==> config.mk <==
export PLATFORM = sky130hd
export DESIGN_NAME = change_dispenser
export DESIGN_NICKNAME = d
export VERILOG_FILES = /design/src/rtl/change_dispenser.sv
export SDC_FILE = /design/constraint.sdc
export NUM_CORES = 1
export LEC_CHECK = 0
export ABC_CLOCK_PERIOD_IN_PS = 3850
export CAP_MARGIN = 20
export CORE_UTILIZATION = 45
export DETAILED_ROUTE_END_ITERATION = 8
export PLACE_DENSITY = 0.68
export RECOVER_POWER = 50
export SYNTH_ARGS = -nofsm -noshare
export SYNTH_HDL_FRONTEND = slang
export SYNTH_SLANG_ARGS = --single-unit
==> constraint.sdc <==
create_clock -name clk -period 3.85 [get_ports clk]
set_input_delay 0.9625 -clock clk [delete_from_list [all_inputs] [get_ports clk]]
set_output_delay 0.9625 -clock clk [all_outputs]
set_load 0.05 [all_outputs]
==> src/rtl/change_dispenser.sv <==
// Greedy coin-change dispenser with three finite inventories (10/5/1 units).
// Define CHANGE_DISP_GAP_EN to insert one idle GAP cycle after every ejected coin.
module change_dispenser #(
  parameter logic [3:0] INIT_A = 4'd8,
  parameter logic [3:0] INIT_B = 4'd8,
  parameter logic [3:0] INIT_C = 4'd15
) (
  input  logic       clk,
  input  logic       rst,
  input  logic       req,
  input  logic [5:0] amount,
  input  logic       refill,
  output logic       coin_a,
  output logic       coin_b,
  output logic       coin_c,
  output logic       busy,
  output logic       done,
  output logic       short,
  output logic [5:0] remaining,
  output logic       empty_a,
  output logic       empty_b,
  output logic       empty_c
);

  localparam logic [1:0] IDLE = 2'd0;
  localparam logic [1:0] DISP = 2'd1;
  localparam logic [1:0] GAP  = 2'd2;
  localparam logic [1:0] DONE = 2'd3;

  logic [1:0] state_q, state_d;
  logic [3:0] cnt_a_q, cnt_a_d;
  logic [3:0] cnt_b_q, cnt_b_d;
  logic [3:0] cnt_c_q, cnt_c_d;
  logic [5:0] rem_q, rem_d;
  logic       coin_a_q, coin_a_d;
  logic       coin_b_q, coin_b_d;
  logic       coin_c_q, coin_c_d;
  logic       busy_q, busy_d;
  logic       done_q, done_d;
  logic       short_q, short_d;
  logic [1:0] after_coin;

`ifdef CHANGE_DISP_GAP_EN
  assign after_coin = GAP;
`else
  assign after_coin = DISP;
`endif

  always_comb begin
    state_d  = state_q;
    cnt_a_d  = cnt_a_q;
    cnt_b_d  = cnt_b_q;
    cnt_c_d  = cnt_c_q;
    rem_d    = rem_q;
    coin_a_d = 1'b0;
    coin_b_d = 1'b0;
    coin_c_d = 1'b0;
    busy_d   = busy_q;
    done_d   = 1'b0;
    short_d  = short_q;
    case (state_q)
      IDLE: begin
        // Refill takes priority over a simultaneous request.
        if (refill) begin
          cnt_a_d = INIT_A;
          cnt_b_d = INIT_B;
          cnt_c_d = INIT_C;
        end else if (req) begin
          rem_d   = amount;
          short_d = 1'b0;
          busy_d  = 1'b1;
          state_d = DISP;
        end
      end
      DISP: begin
        if (rem_q >= 6'd10 && cnt_a_q != 4'd0) begin
          coin_a_d = 1'b1;
          rem_d    = rem_q - 6'd10;
          cnt_a_d  = cnt_a_q - 4'd1;
          state_d  = after_coin;
        end else if (rem_q >= 6'd5 && cnt_b_q != 4'd0) begin
          coin_b_d = 1'b1;
          rem_d    = rem_q - 6'd5;
          cnt_b_d  = cnt_b_q - 4'd1;
          state_d  = after_coin;
        end else if (rem_q != 6'd0 && cnt_c_q != 4'd0) begin
          coin_c_d = 1'b1;
          rem_d    = rem_q - 6'd1;
          cnt_c_d  = cnt_c_q - 4'd1;
          state_d  = after_coin;
        end else begin
          done_d  = 1'b1;
          short_d = (rem_q != 6'd0);
          state_d = DONE;
        end
      end
      GAP: state_d = DISP;
      default: begin
        busy_d  = 1'b0;
        state_d = IDLE;
      end
    endcase
  end

  always_ff @(posedge clk or negedge rst) begin
    if (!rst) begin
      state_q  <= IDLE;
      cnt_a_q  <= INIT_A;
      cnt_b_q  <= INIT_B;
      cnt_c_q  <= INIT_C;
      rem_q    <= 6'd0;
      coin_a_q <= 1'b0;
      coin_b_q <= 1'b0;
      coin_c_q <= 1'b0;
      busy_q   <= 1'b0;
      done_q   <= 1'b0;
      short_q  <= 1'b0;
    end else begin
      state_q  <= state_d;
      cnt_a_q  <= cnt_a_d;
      cnt_b_q  <= cnt_b_d;
      cnt_c_q  <= cnt_c_d;
      rem_q    <= rem_d;
      coin_a_q <= coin_a_d;
      coin_b_q <= coin_b_d;
      coin_c_q <= coin_c_d;
      busy_q   <= busy_d;
      done_q   <= done_d;
      short_q  <= short_d;
    end
  end

  assign coin_a    = coin_a_q;
  assign coin_b    = coin_b_q;
  assign coin_c    = coin_c_q;
  assign busy      = busy_q;
  assign done      = done_q;
  assign short     = short_q;
  assign remaining = rem_q;
  assign empty_a   = (cnt_a_q == 4'd0);
  assign empty_b   = (cnt_b_q == 4'd0);
  assign empty_c   = (cnt_c_q == 4'd0);

endmodule
==> flow_summary.toml, run 1 <==
[global_routing]
antenna_found_initial = 0
overflow = 0
grt_max_degree = 27
grt_use_total_pct = 22.4
grt_pass1_vias = 1613
grt_pass1_wl_um = 7180

[outcome]
run_status = "finished, final reports clean"

[clock_tree]
post_cts_resized = 0
clk_latency_ns = 0.27
cts.path.max_buffers = 2
postCtsSetupRepairBufs = 0
path_clk_slew_ns = 0.09
htreeDepth = 1
hold_buffers = 0
cts_root_buffer = "clkbuf_8"
numCtsBuffers = 3
cts_sinks = 26
tritoncts = "built"

[drt]
wl_per_cell_um = 15.3
vias = 1590
avgViaCountPerCell = 5.85
drtIter0Drc = 97
ant_nets = 0
drt_wl_total_um = 4160
drc_errors = 0
firstDrtPassIters = 4

[final_layout]
final_cell_mix = "22 x clkdlybuf4s50_1, 21 x o21ai_0, 20 x dfrtp_1"
ff_latch_area_um2 = 658
post-route-util_pct = 56.1
syn_to_final_growth_pct = 18.1
drive_gt1_share_pct = 7.14
fin_area_mm2 = 0.00207
multi_input_area_um2 = 977
fillers = 351
fin_nets = 248
n_antenna_cell = 0
final_common_cell = "clkdlybuf4s50_1"

[worst_setup_path]
crit_fanout = 5
reg2reg_depth = 9
worstPathRequired_ns = 2.89
cp-end-kind = "output port"
worstPathArrival_ns = 2.34
crit_start = "cnt_b_q[0]$_DFFE_PN0P_"
crit_path_start_kind = "flop"
critical_path_class = "flop to output port"
reg2reg_from = "remaining[0]$_DFFE_PN0P_"

[floorplanning]
core_mm2 = 0.00369
rows = 22
die_h_um = 64.4
ios = 25
start_util_pct = 47.5
die_area_mm2 = 0.00415
dieWidth_um = 64.4

[run]
max-cap-violations = 0

[power]
p_seq_share_pct = 30.3
pwr_density_cell_mw_per_mm2 = 882
p_comb_share_pct = 59.7
sw_frac_of_total_pct = 49.0
intPower_mw = 0.931
switchingPower_mw = 0.893
p_leak_nw = 0.902
ir_drop_uv = 333
power.total_mw = 1.82
power_frac_clock_pct = 10.0

[logic_synthesis]
yosysSeqAreaShare_pct = 37.6
yosysWarnings = 0
synth-seq-cells = 26
async_reset_ff_share_pct = 100
synth_ff_type = "dfrtp_1"
synth_area_mm2 = 0.00175
synth-edff-count = 0
synth.distinct_cells = 48
postSynthAreaPerCell_um2 = 8.71
synthCells = 201
syn_nets = 224

[timing]
setup_viol = 0
fin_tns_setup_ns = 0
clock_skew_ns = 0.00194
slew-limit-headroom_pct = 3.62
max_clock_freq_ghz = 0.302
fin_crit_sh_pct = 85.9
finalCriticalPeriod_ns = 3.31
tightest_slew_ns = 1.45
hold-worst-slack_ns = 0.507
rsz0062_at_grt = "no"
hold_violations = 0
slew_viol_final = 0

[placed_design]
hpwl_um = 3050
gp_congestion = 0.843
port-buffer-count = 24
placed_cell_area_mm2 = 0.00203

[min_path]
hold-path-cell-count = 1
hp-start = "cnt_b_q[0]$_DFFE_PN0P_"
hp-class = "flop to flop"
-- metrics by stage --
stage,setup slack (ns),cells
detailed placement,0.825,268
finish,0.544,272
CTS,0.512,272
floorplan,0.974,201
global route,0.434,272
global placement,0.866,268
-- area by class of cell --
type	instances	area share (%)
multi-input cells	150	47.2
flip-flops and latches	26	31.8
repair buffers	27	12.3
inverters	17	3.08
well taps	48	2.90
clock buffers	4	2.66
-- cell families (layout without fill, tap and decap cells) --
group,Yosys count,count (layout),synth area share [%]
XOR/XNOR,3,3,1.50
flip-flops,26,26,37.6
AND/OR/NAND/NOR,60,60,17.1
AO/OA/AOI/OAI,66,66,23.9
buffers and inverters,25,48,5.93
adder cells (fa/ha/maj),14,14,9.86
multiplexers,7,7,4.07
-- state kept, by name, indices dropped and copies added, names as in the netlist --
name	flops
state_q	2
coin_a	1
coin_b	1
busy	1
cnt_c_q	4
remaining	6
done	1
short	1
cnt_a_q	4
cnt_b_q	4
coin_c	1
-- Yosys cell counts, types with 3 or more instances --
cell	instances	share of area, %
inv_1	16	3.4
a21oi_1	19	5.4
o21a_1	3	1.3
dfrtp_1	20	29
a31oi_1	3	1.1
ha_1	13	9.3
nand3_1	7	2.0
xnor2_1	3	1.5
nor2_1	18	3.9
nor3_1	6	1.7
o21ai_0	19	5.4
mux2i_1	6	3.4
o22ai_1	3	1.1
dfstp_2	6	9.0
clkbuf_1	4	0.86
nand2_1	14	3.0
-- worst max-delay path, cell delays in order (launching register included) --
cell,delay [ns]
dfrtp_1,0.41
inv_1,0.07
ha_1,0.14
inv_1,0.04
or3_1,0.44
inv_1,0.15
clkdlybuf4s50_1,0.82
-- power by group through the flow --
stage	combinational [mW]	clock (mW)	sequential (mW)
global route	1.21	0.197	0.575
global placement	1.06	0	0.549
detailed placement	1.11	0	0.562
CTS	1.11	0.188	0.556
floorplan	0.709	0	0.672
finish	1.09	0.182	0.553
-- path summary, 6_finish.rpt --
| check | to | slack, ns |
|---|---|---|
| hold / removal | cnt_b_q[0]$_DFFE_PN0P_ | 0.51 |
| max in group asynchronous | cnt_a_q[2]$_DFFE_PN0P_ | 1.46 |
| setup reg to reg | cnt_b_q[3]$_DFFE_PN1P_ | 0.86 |
| min in group asynchronous | state_q[1]$_DFFE_PN0P_ | 1.55 |
| hold reg to reg | cnt_b_q[0]$_DFFE_PN0P_ | 0.51 |
| setup / recovery | empty_b | 0.54 |
-- routing by layer --
| layer | GRT usage (%) | vias to the layer above | wire length (µm) | share of wire (%) |
|---|---|---|---|---|
| li1 | - | 767 | - | - |
| met1 | 27.7 | 766 | 1890 | 45 |
| met2 | 39.2 | 48 | 2020 | 49 |
| met3 | 3.93 | 9 | 185 | 4.4 |
| met4 | 6.94 | 0 | 61 | 1.5 |
| met5 | 0 | - | 0 | 0 |
Note: power is estimated with default switching activity, not from simulation.
==> run 2: changes to the inputs <==
SETUP_SLACK_MARGIN = 0.1   (was not set)
==> results of run 2 <==
Same layout as run 1: the final DEF is identical, and so are final timing and power.
==> run 3: changes to the inputs <==
CTS_BUF_LIST = sky130_fd_sc_hd__clkbuf_8   (was not set)
==> results of run 3 <==
Same layout as run 1: the final DEF is identical, and so are final timing and power.
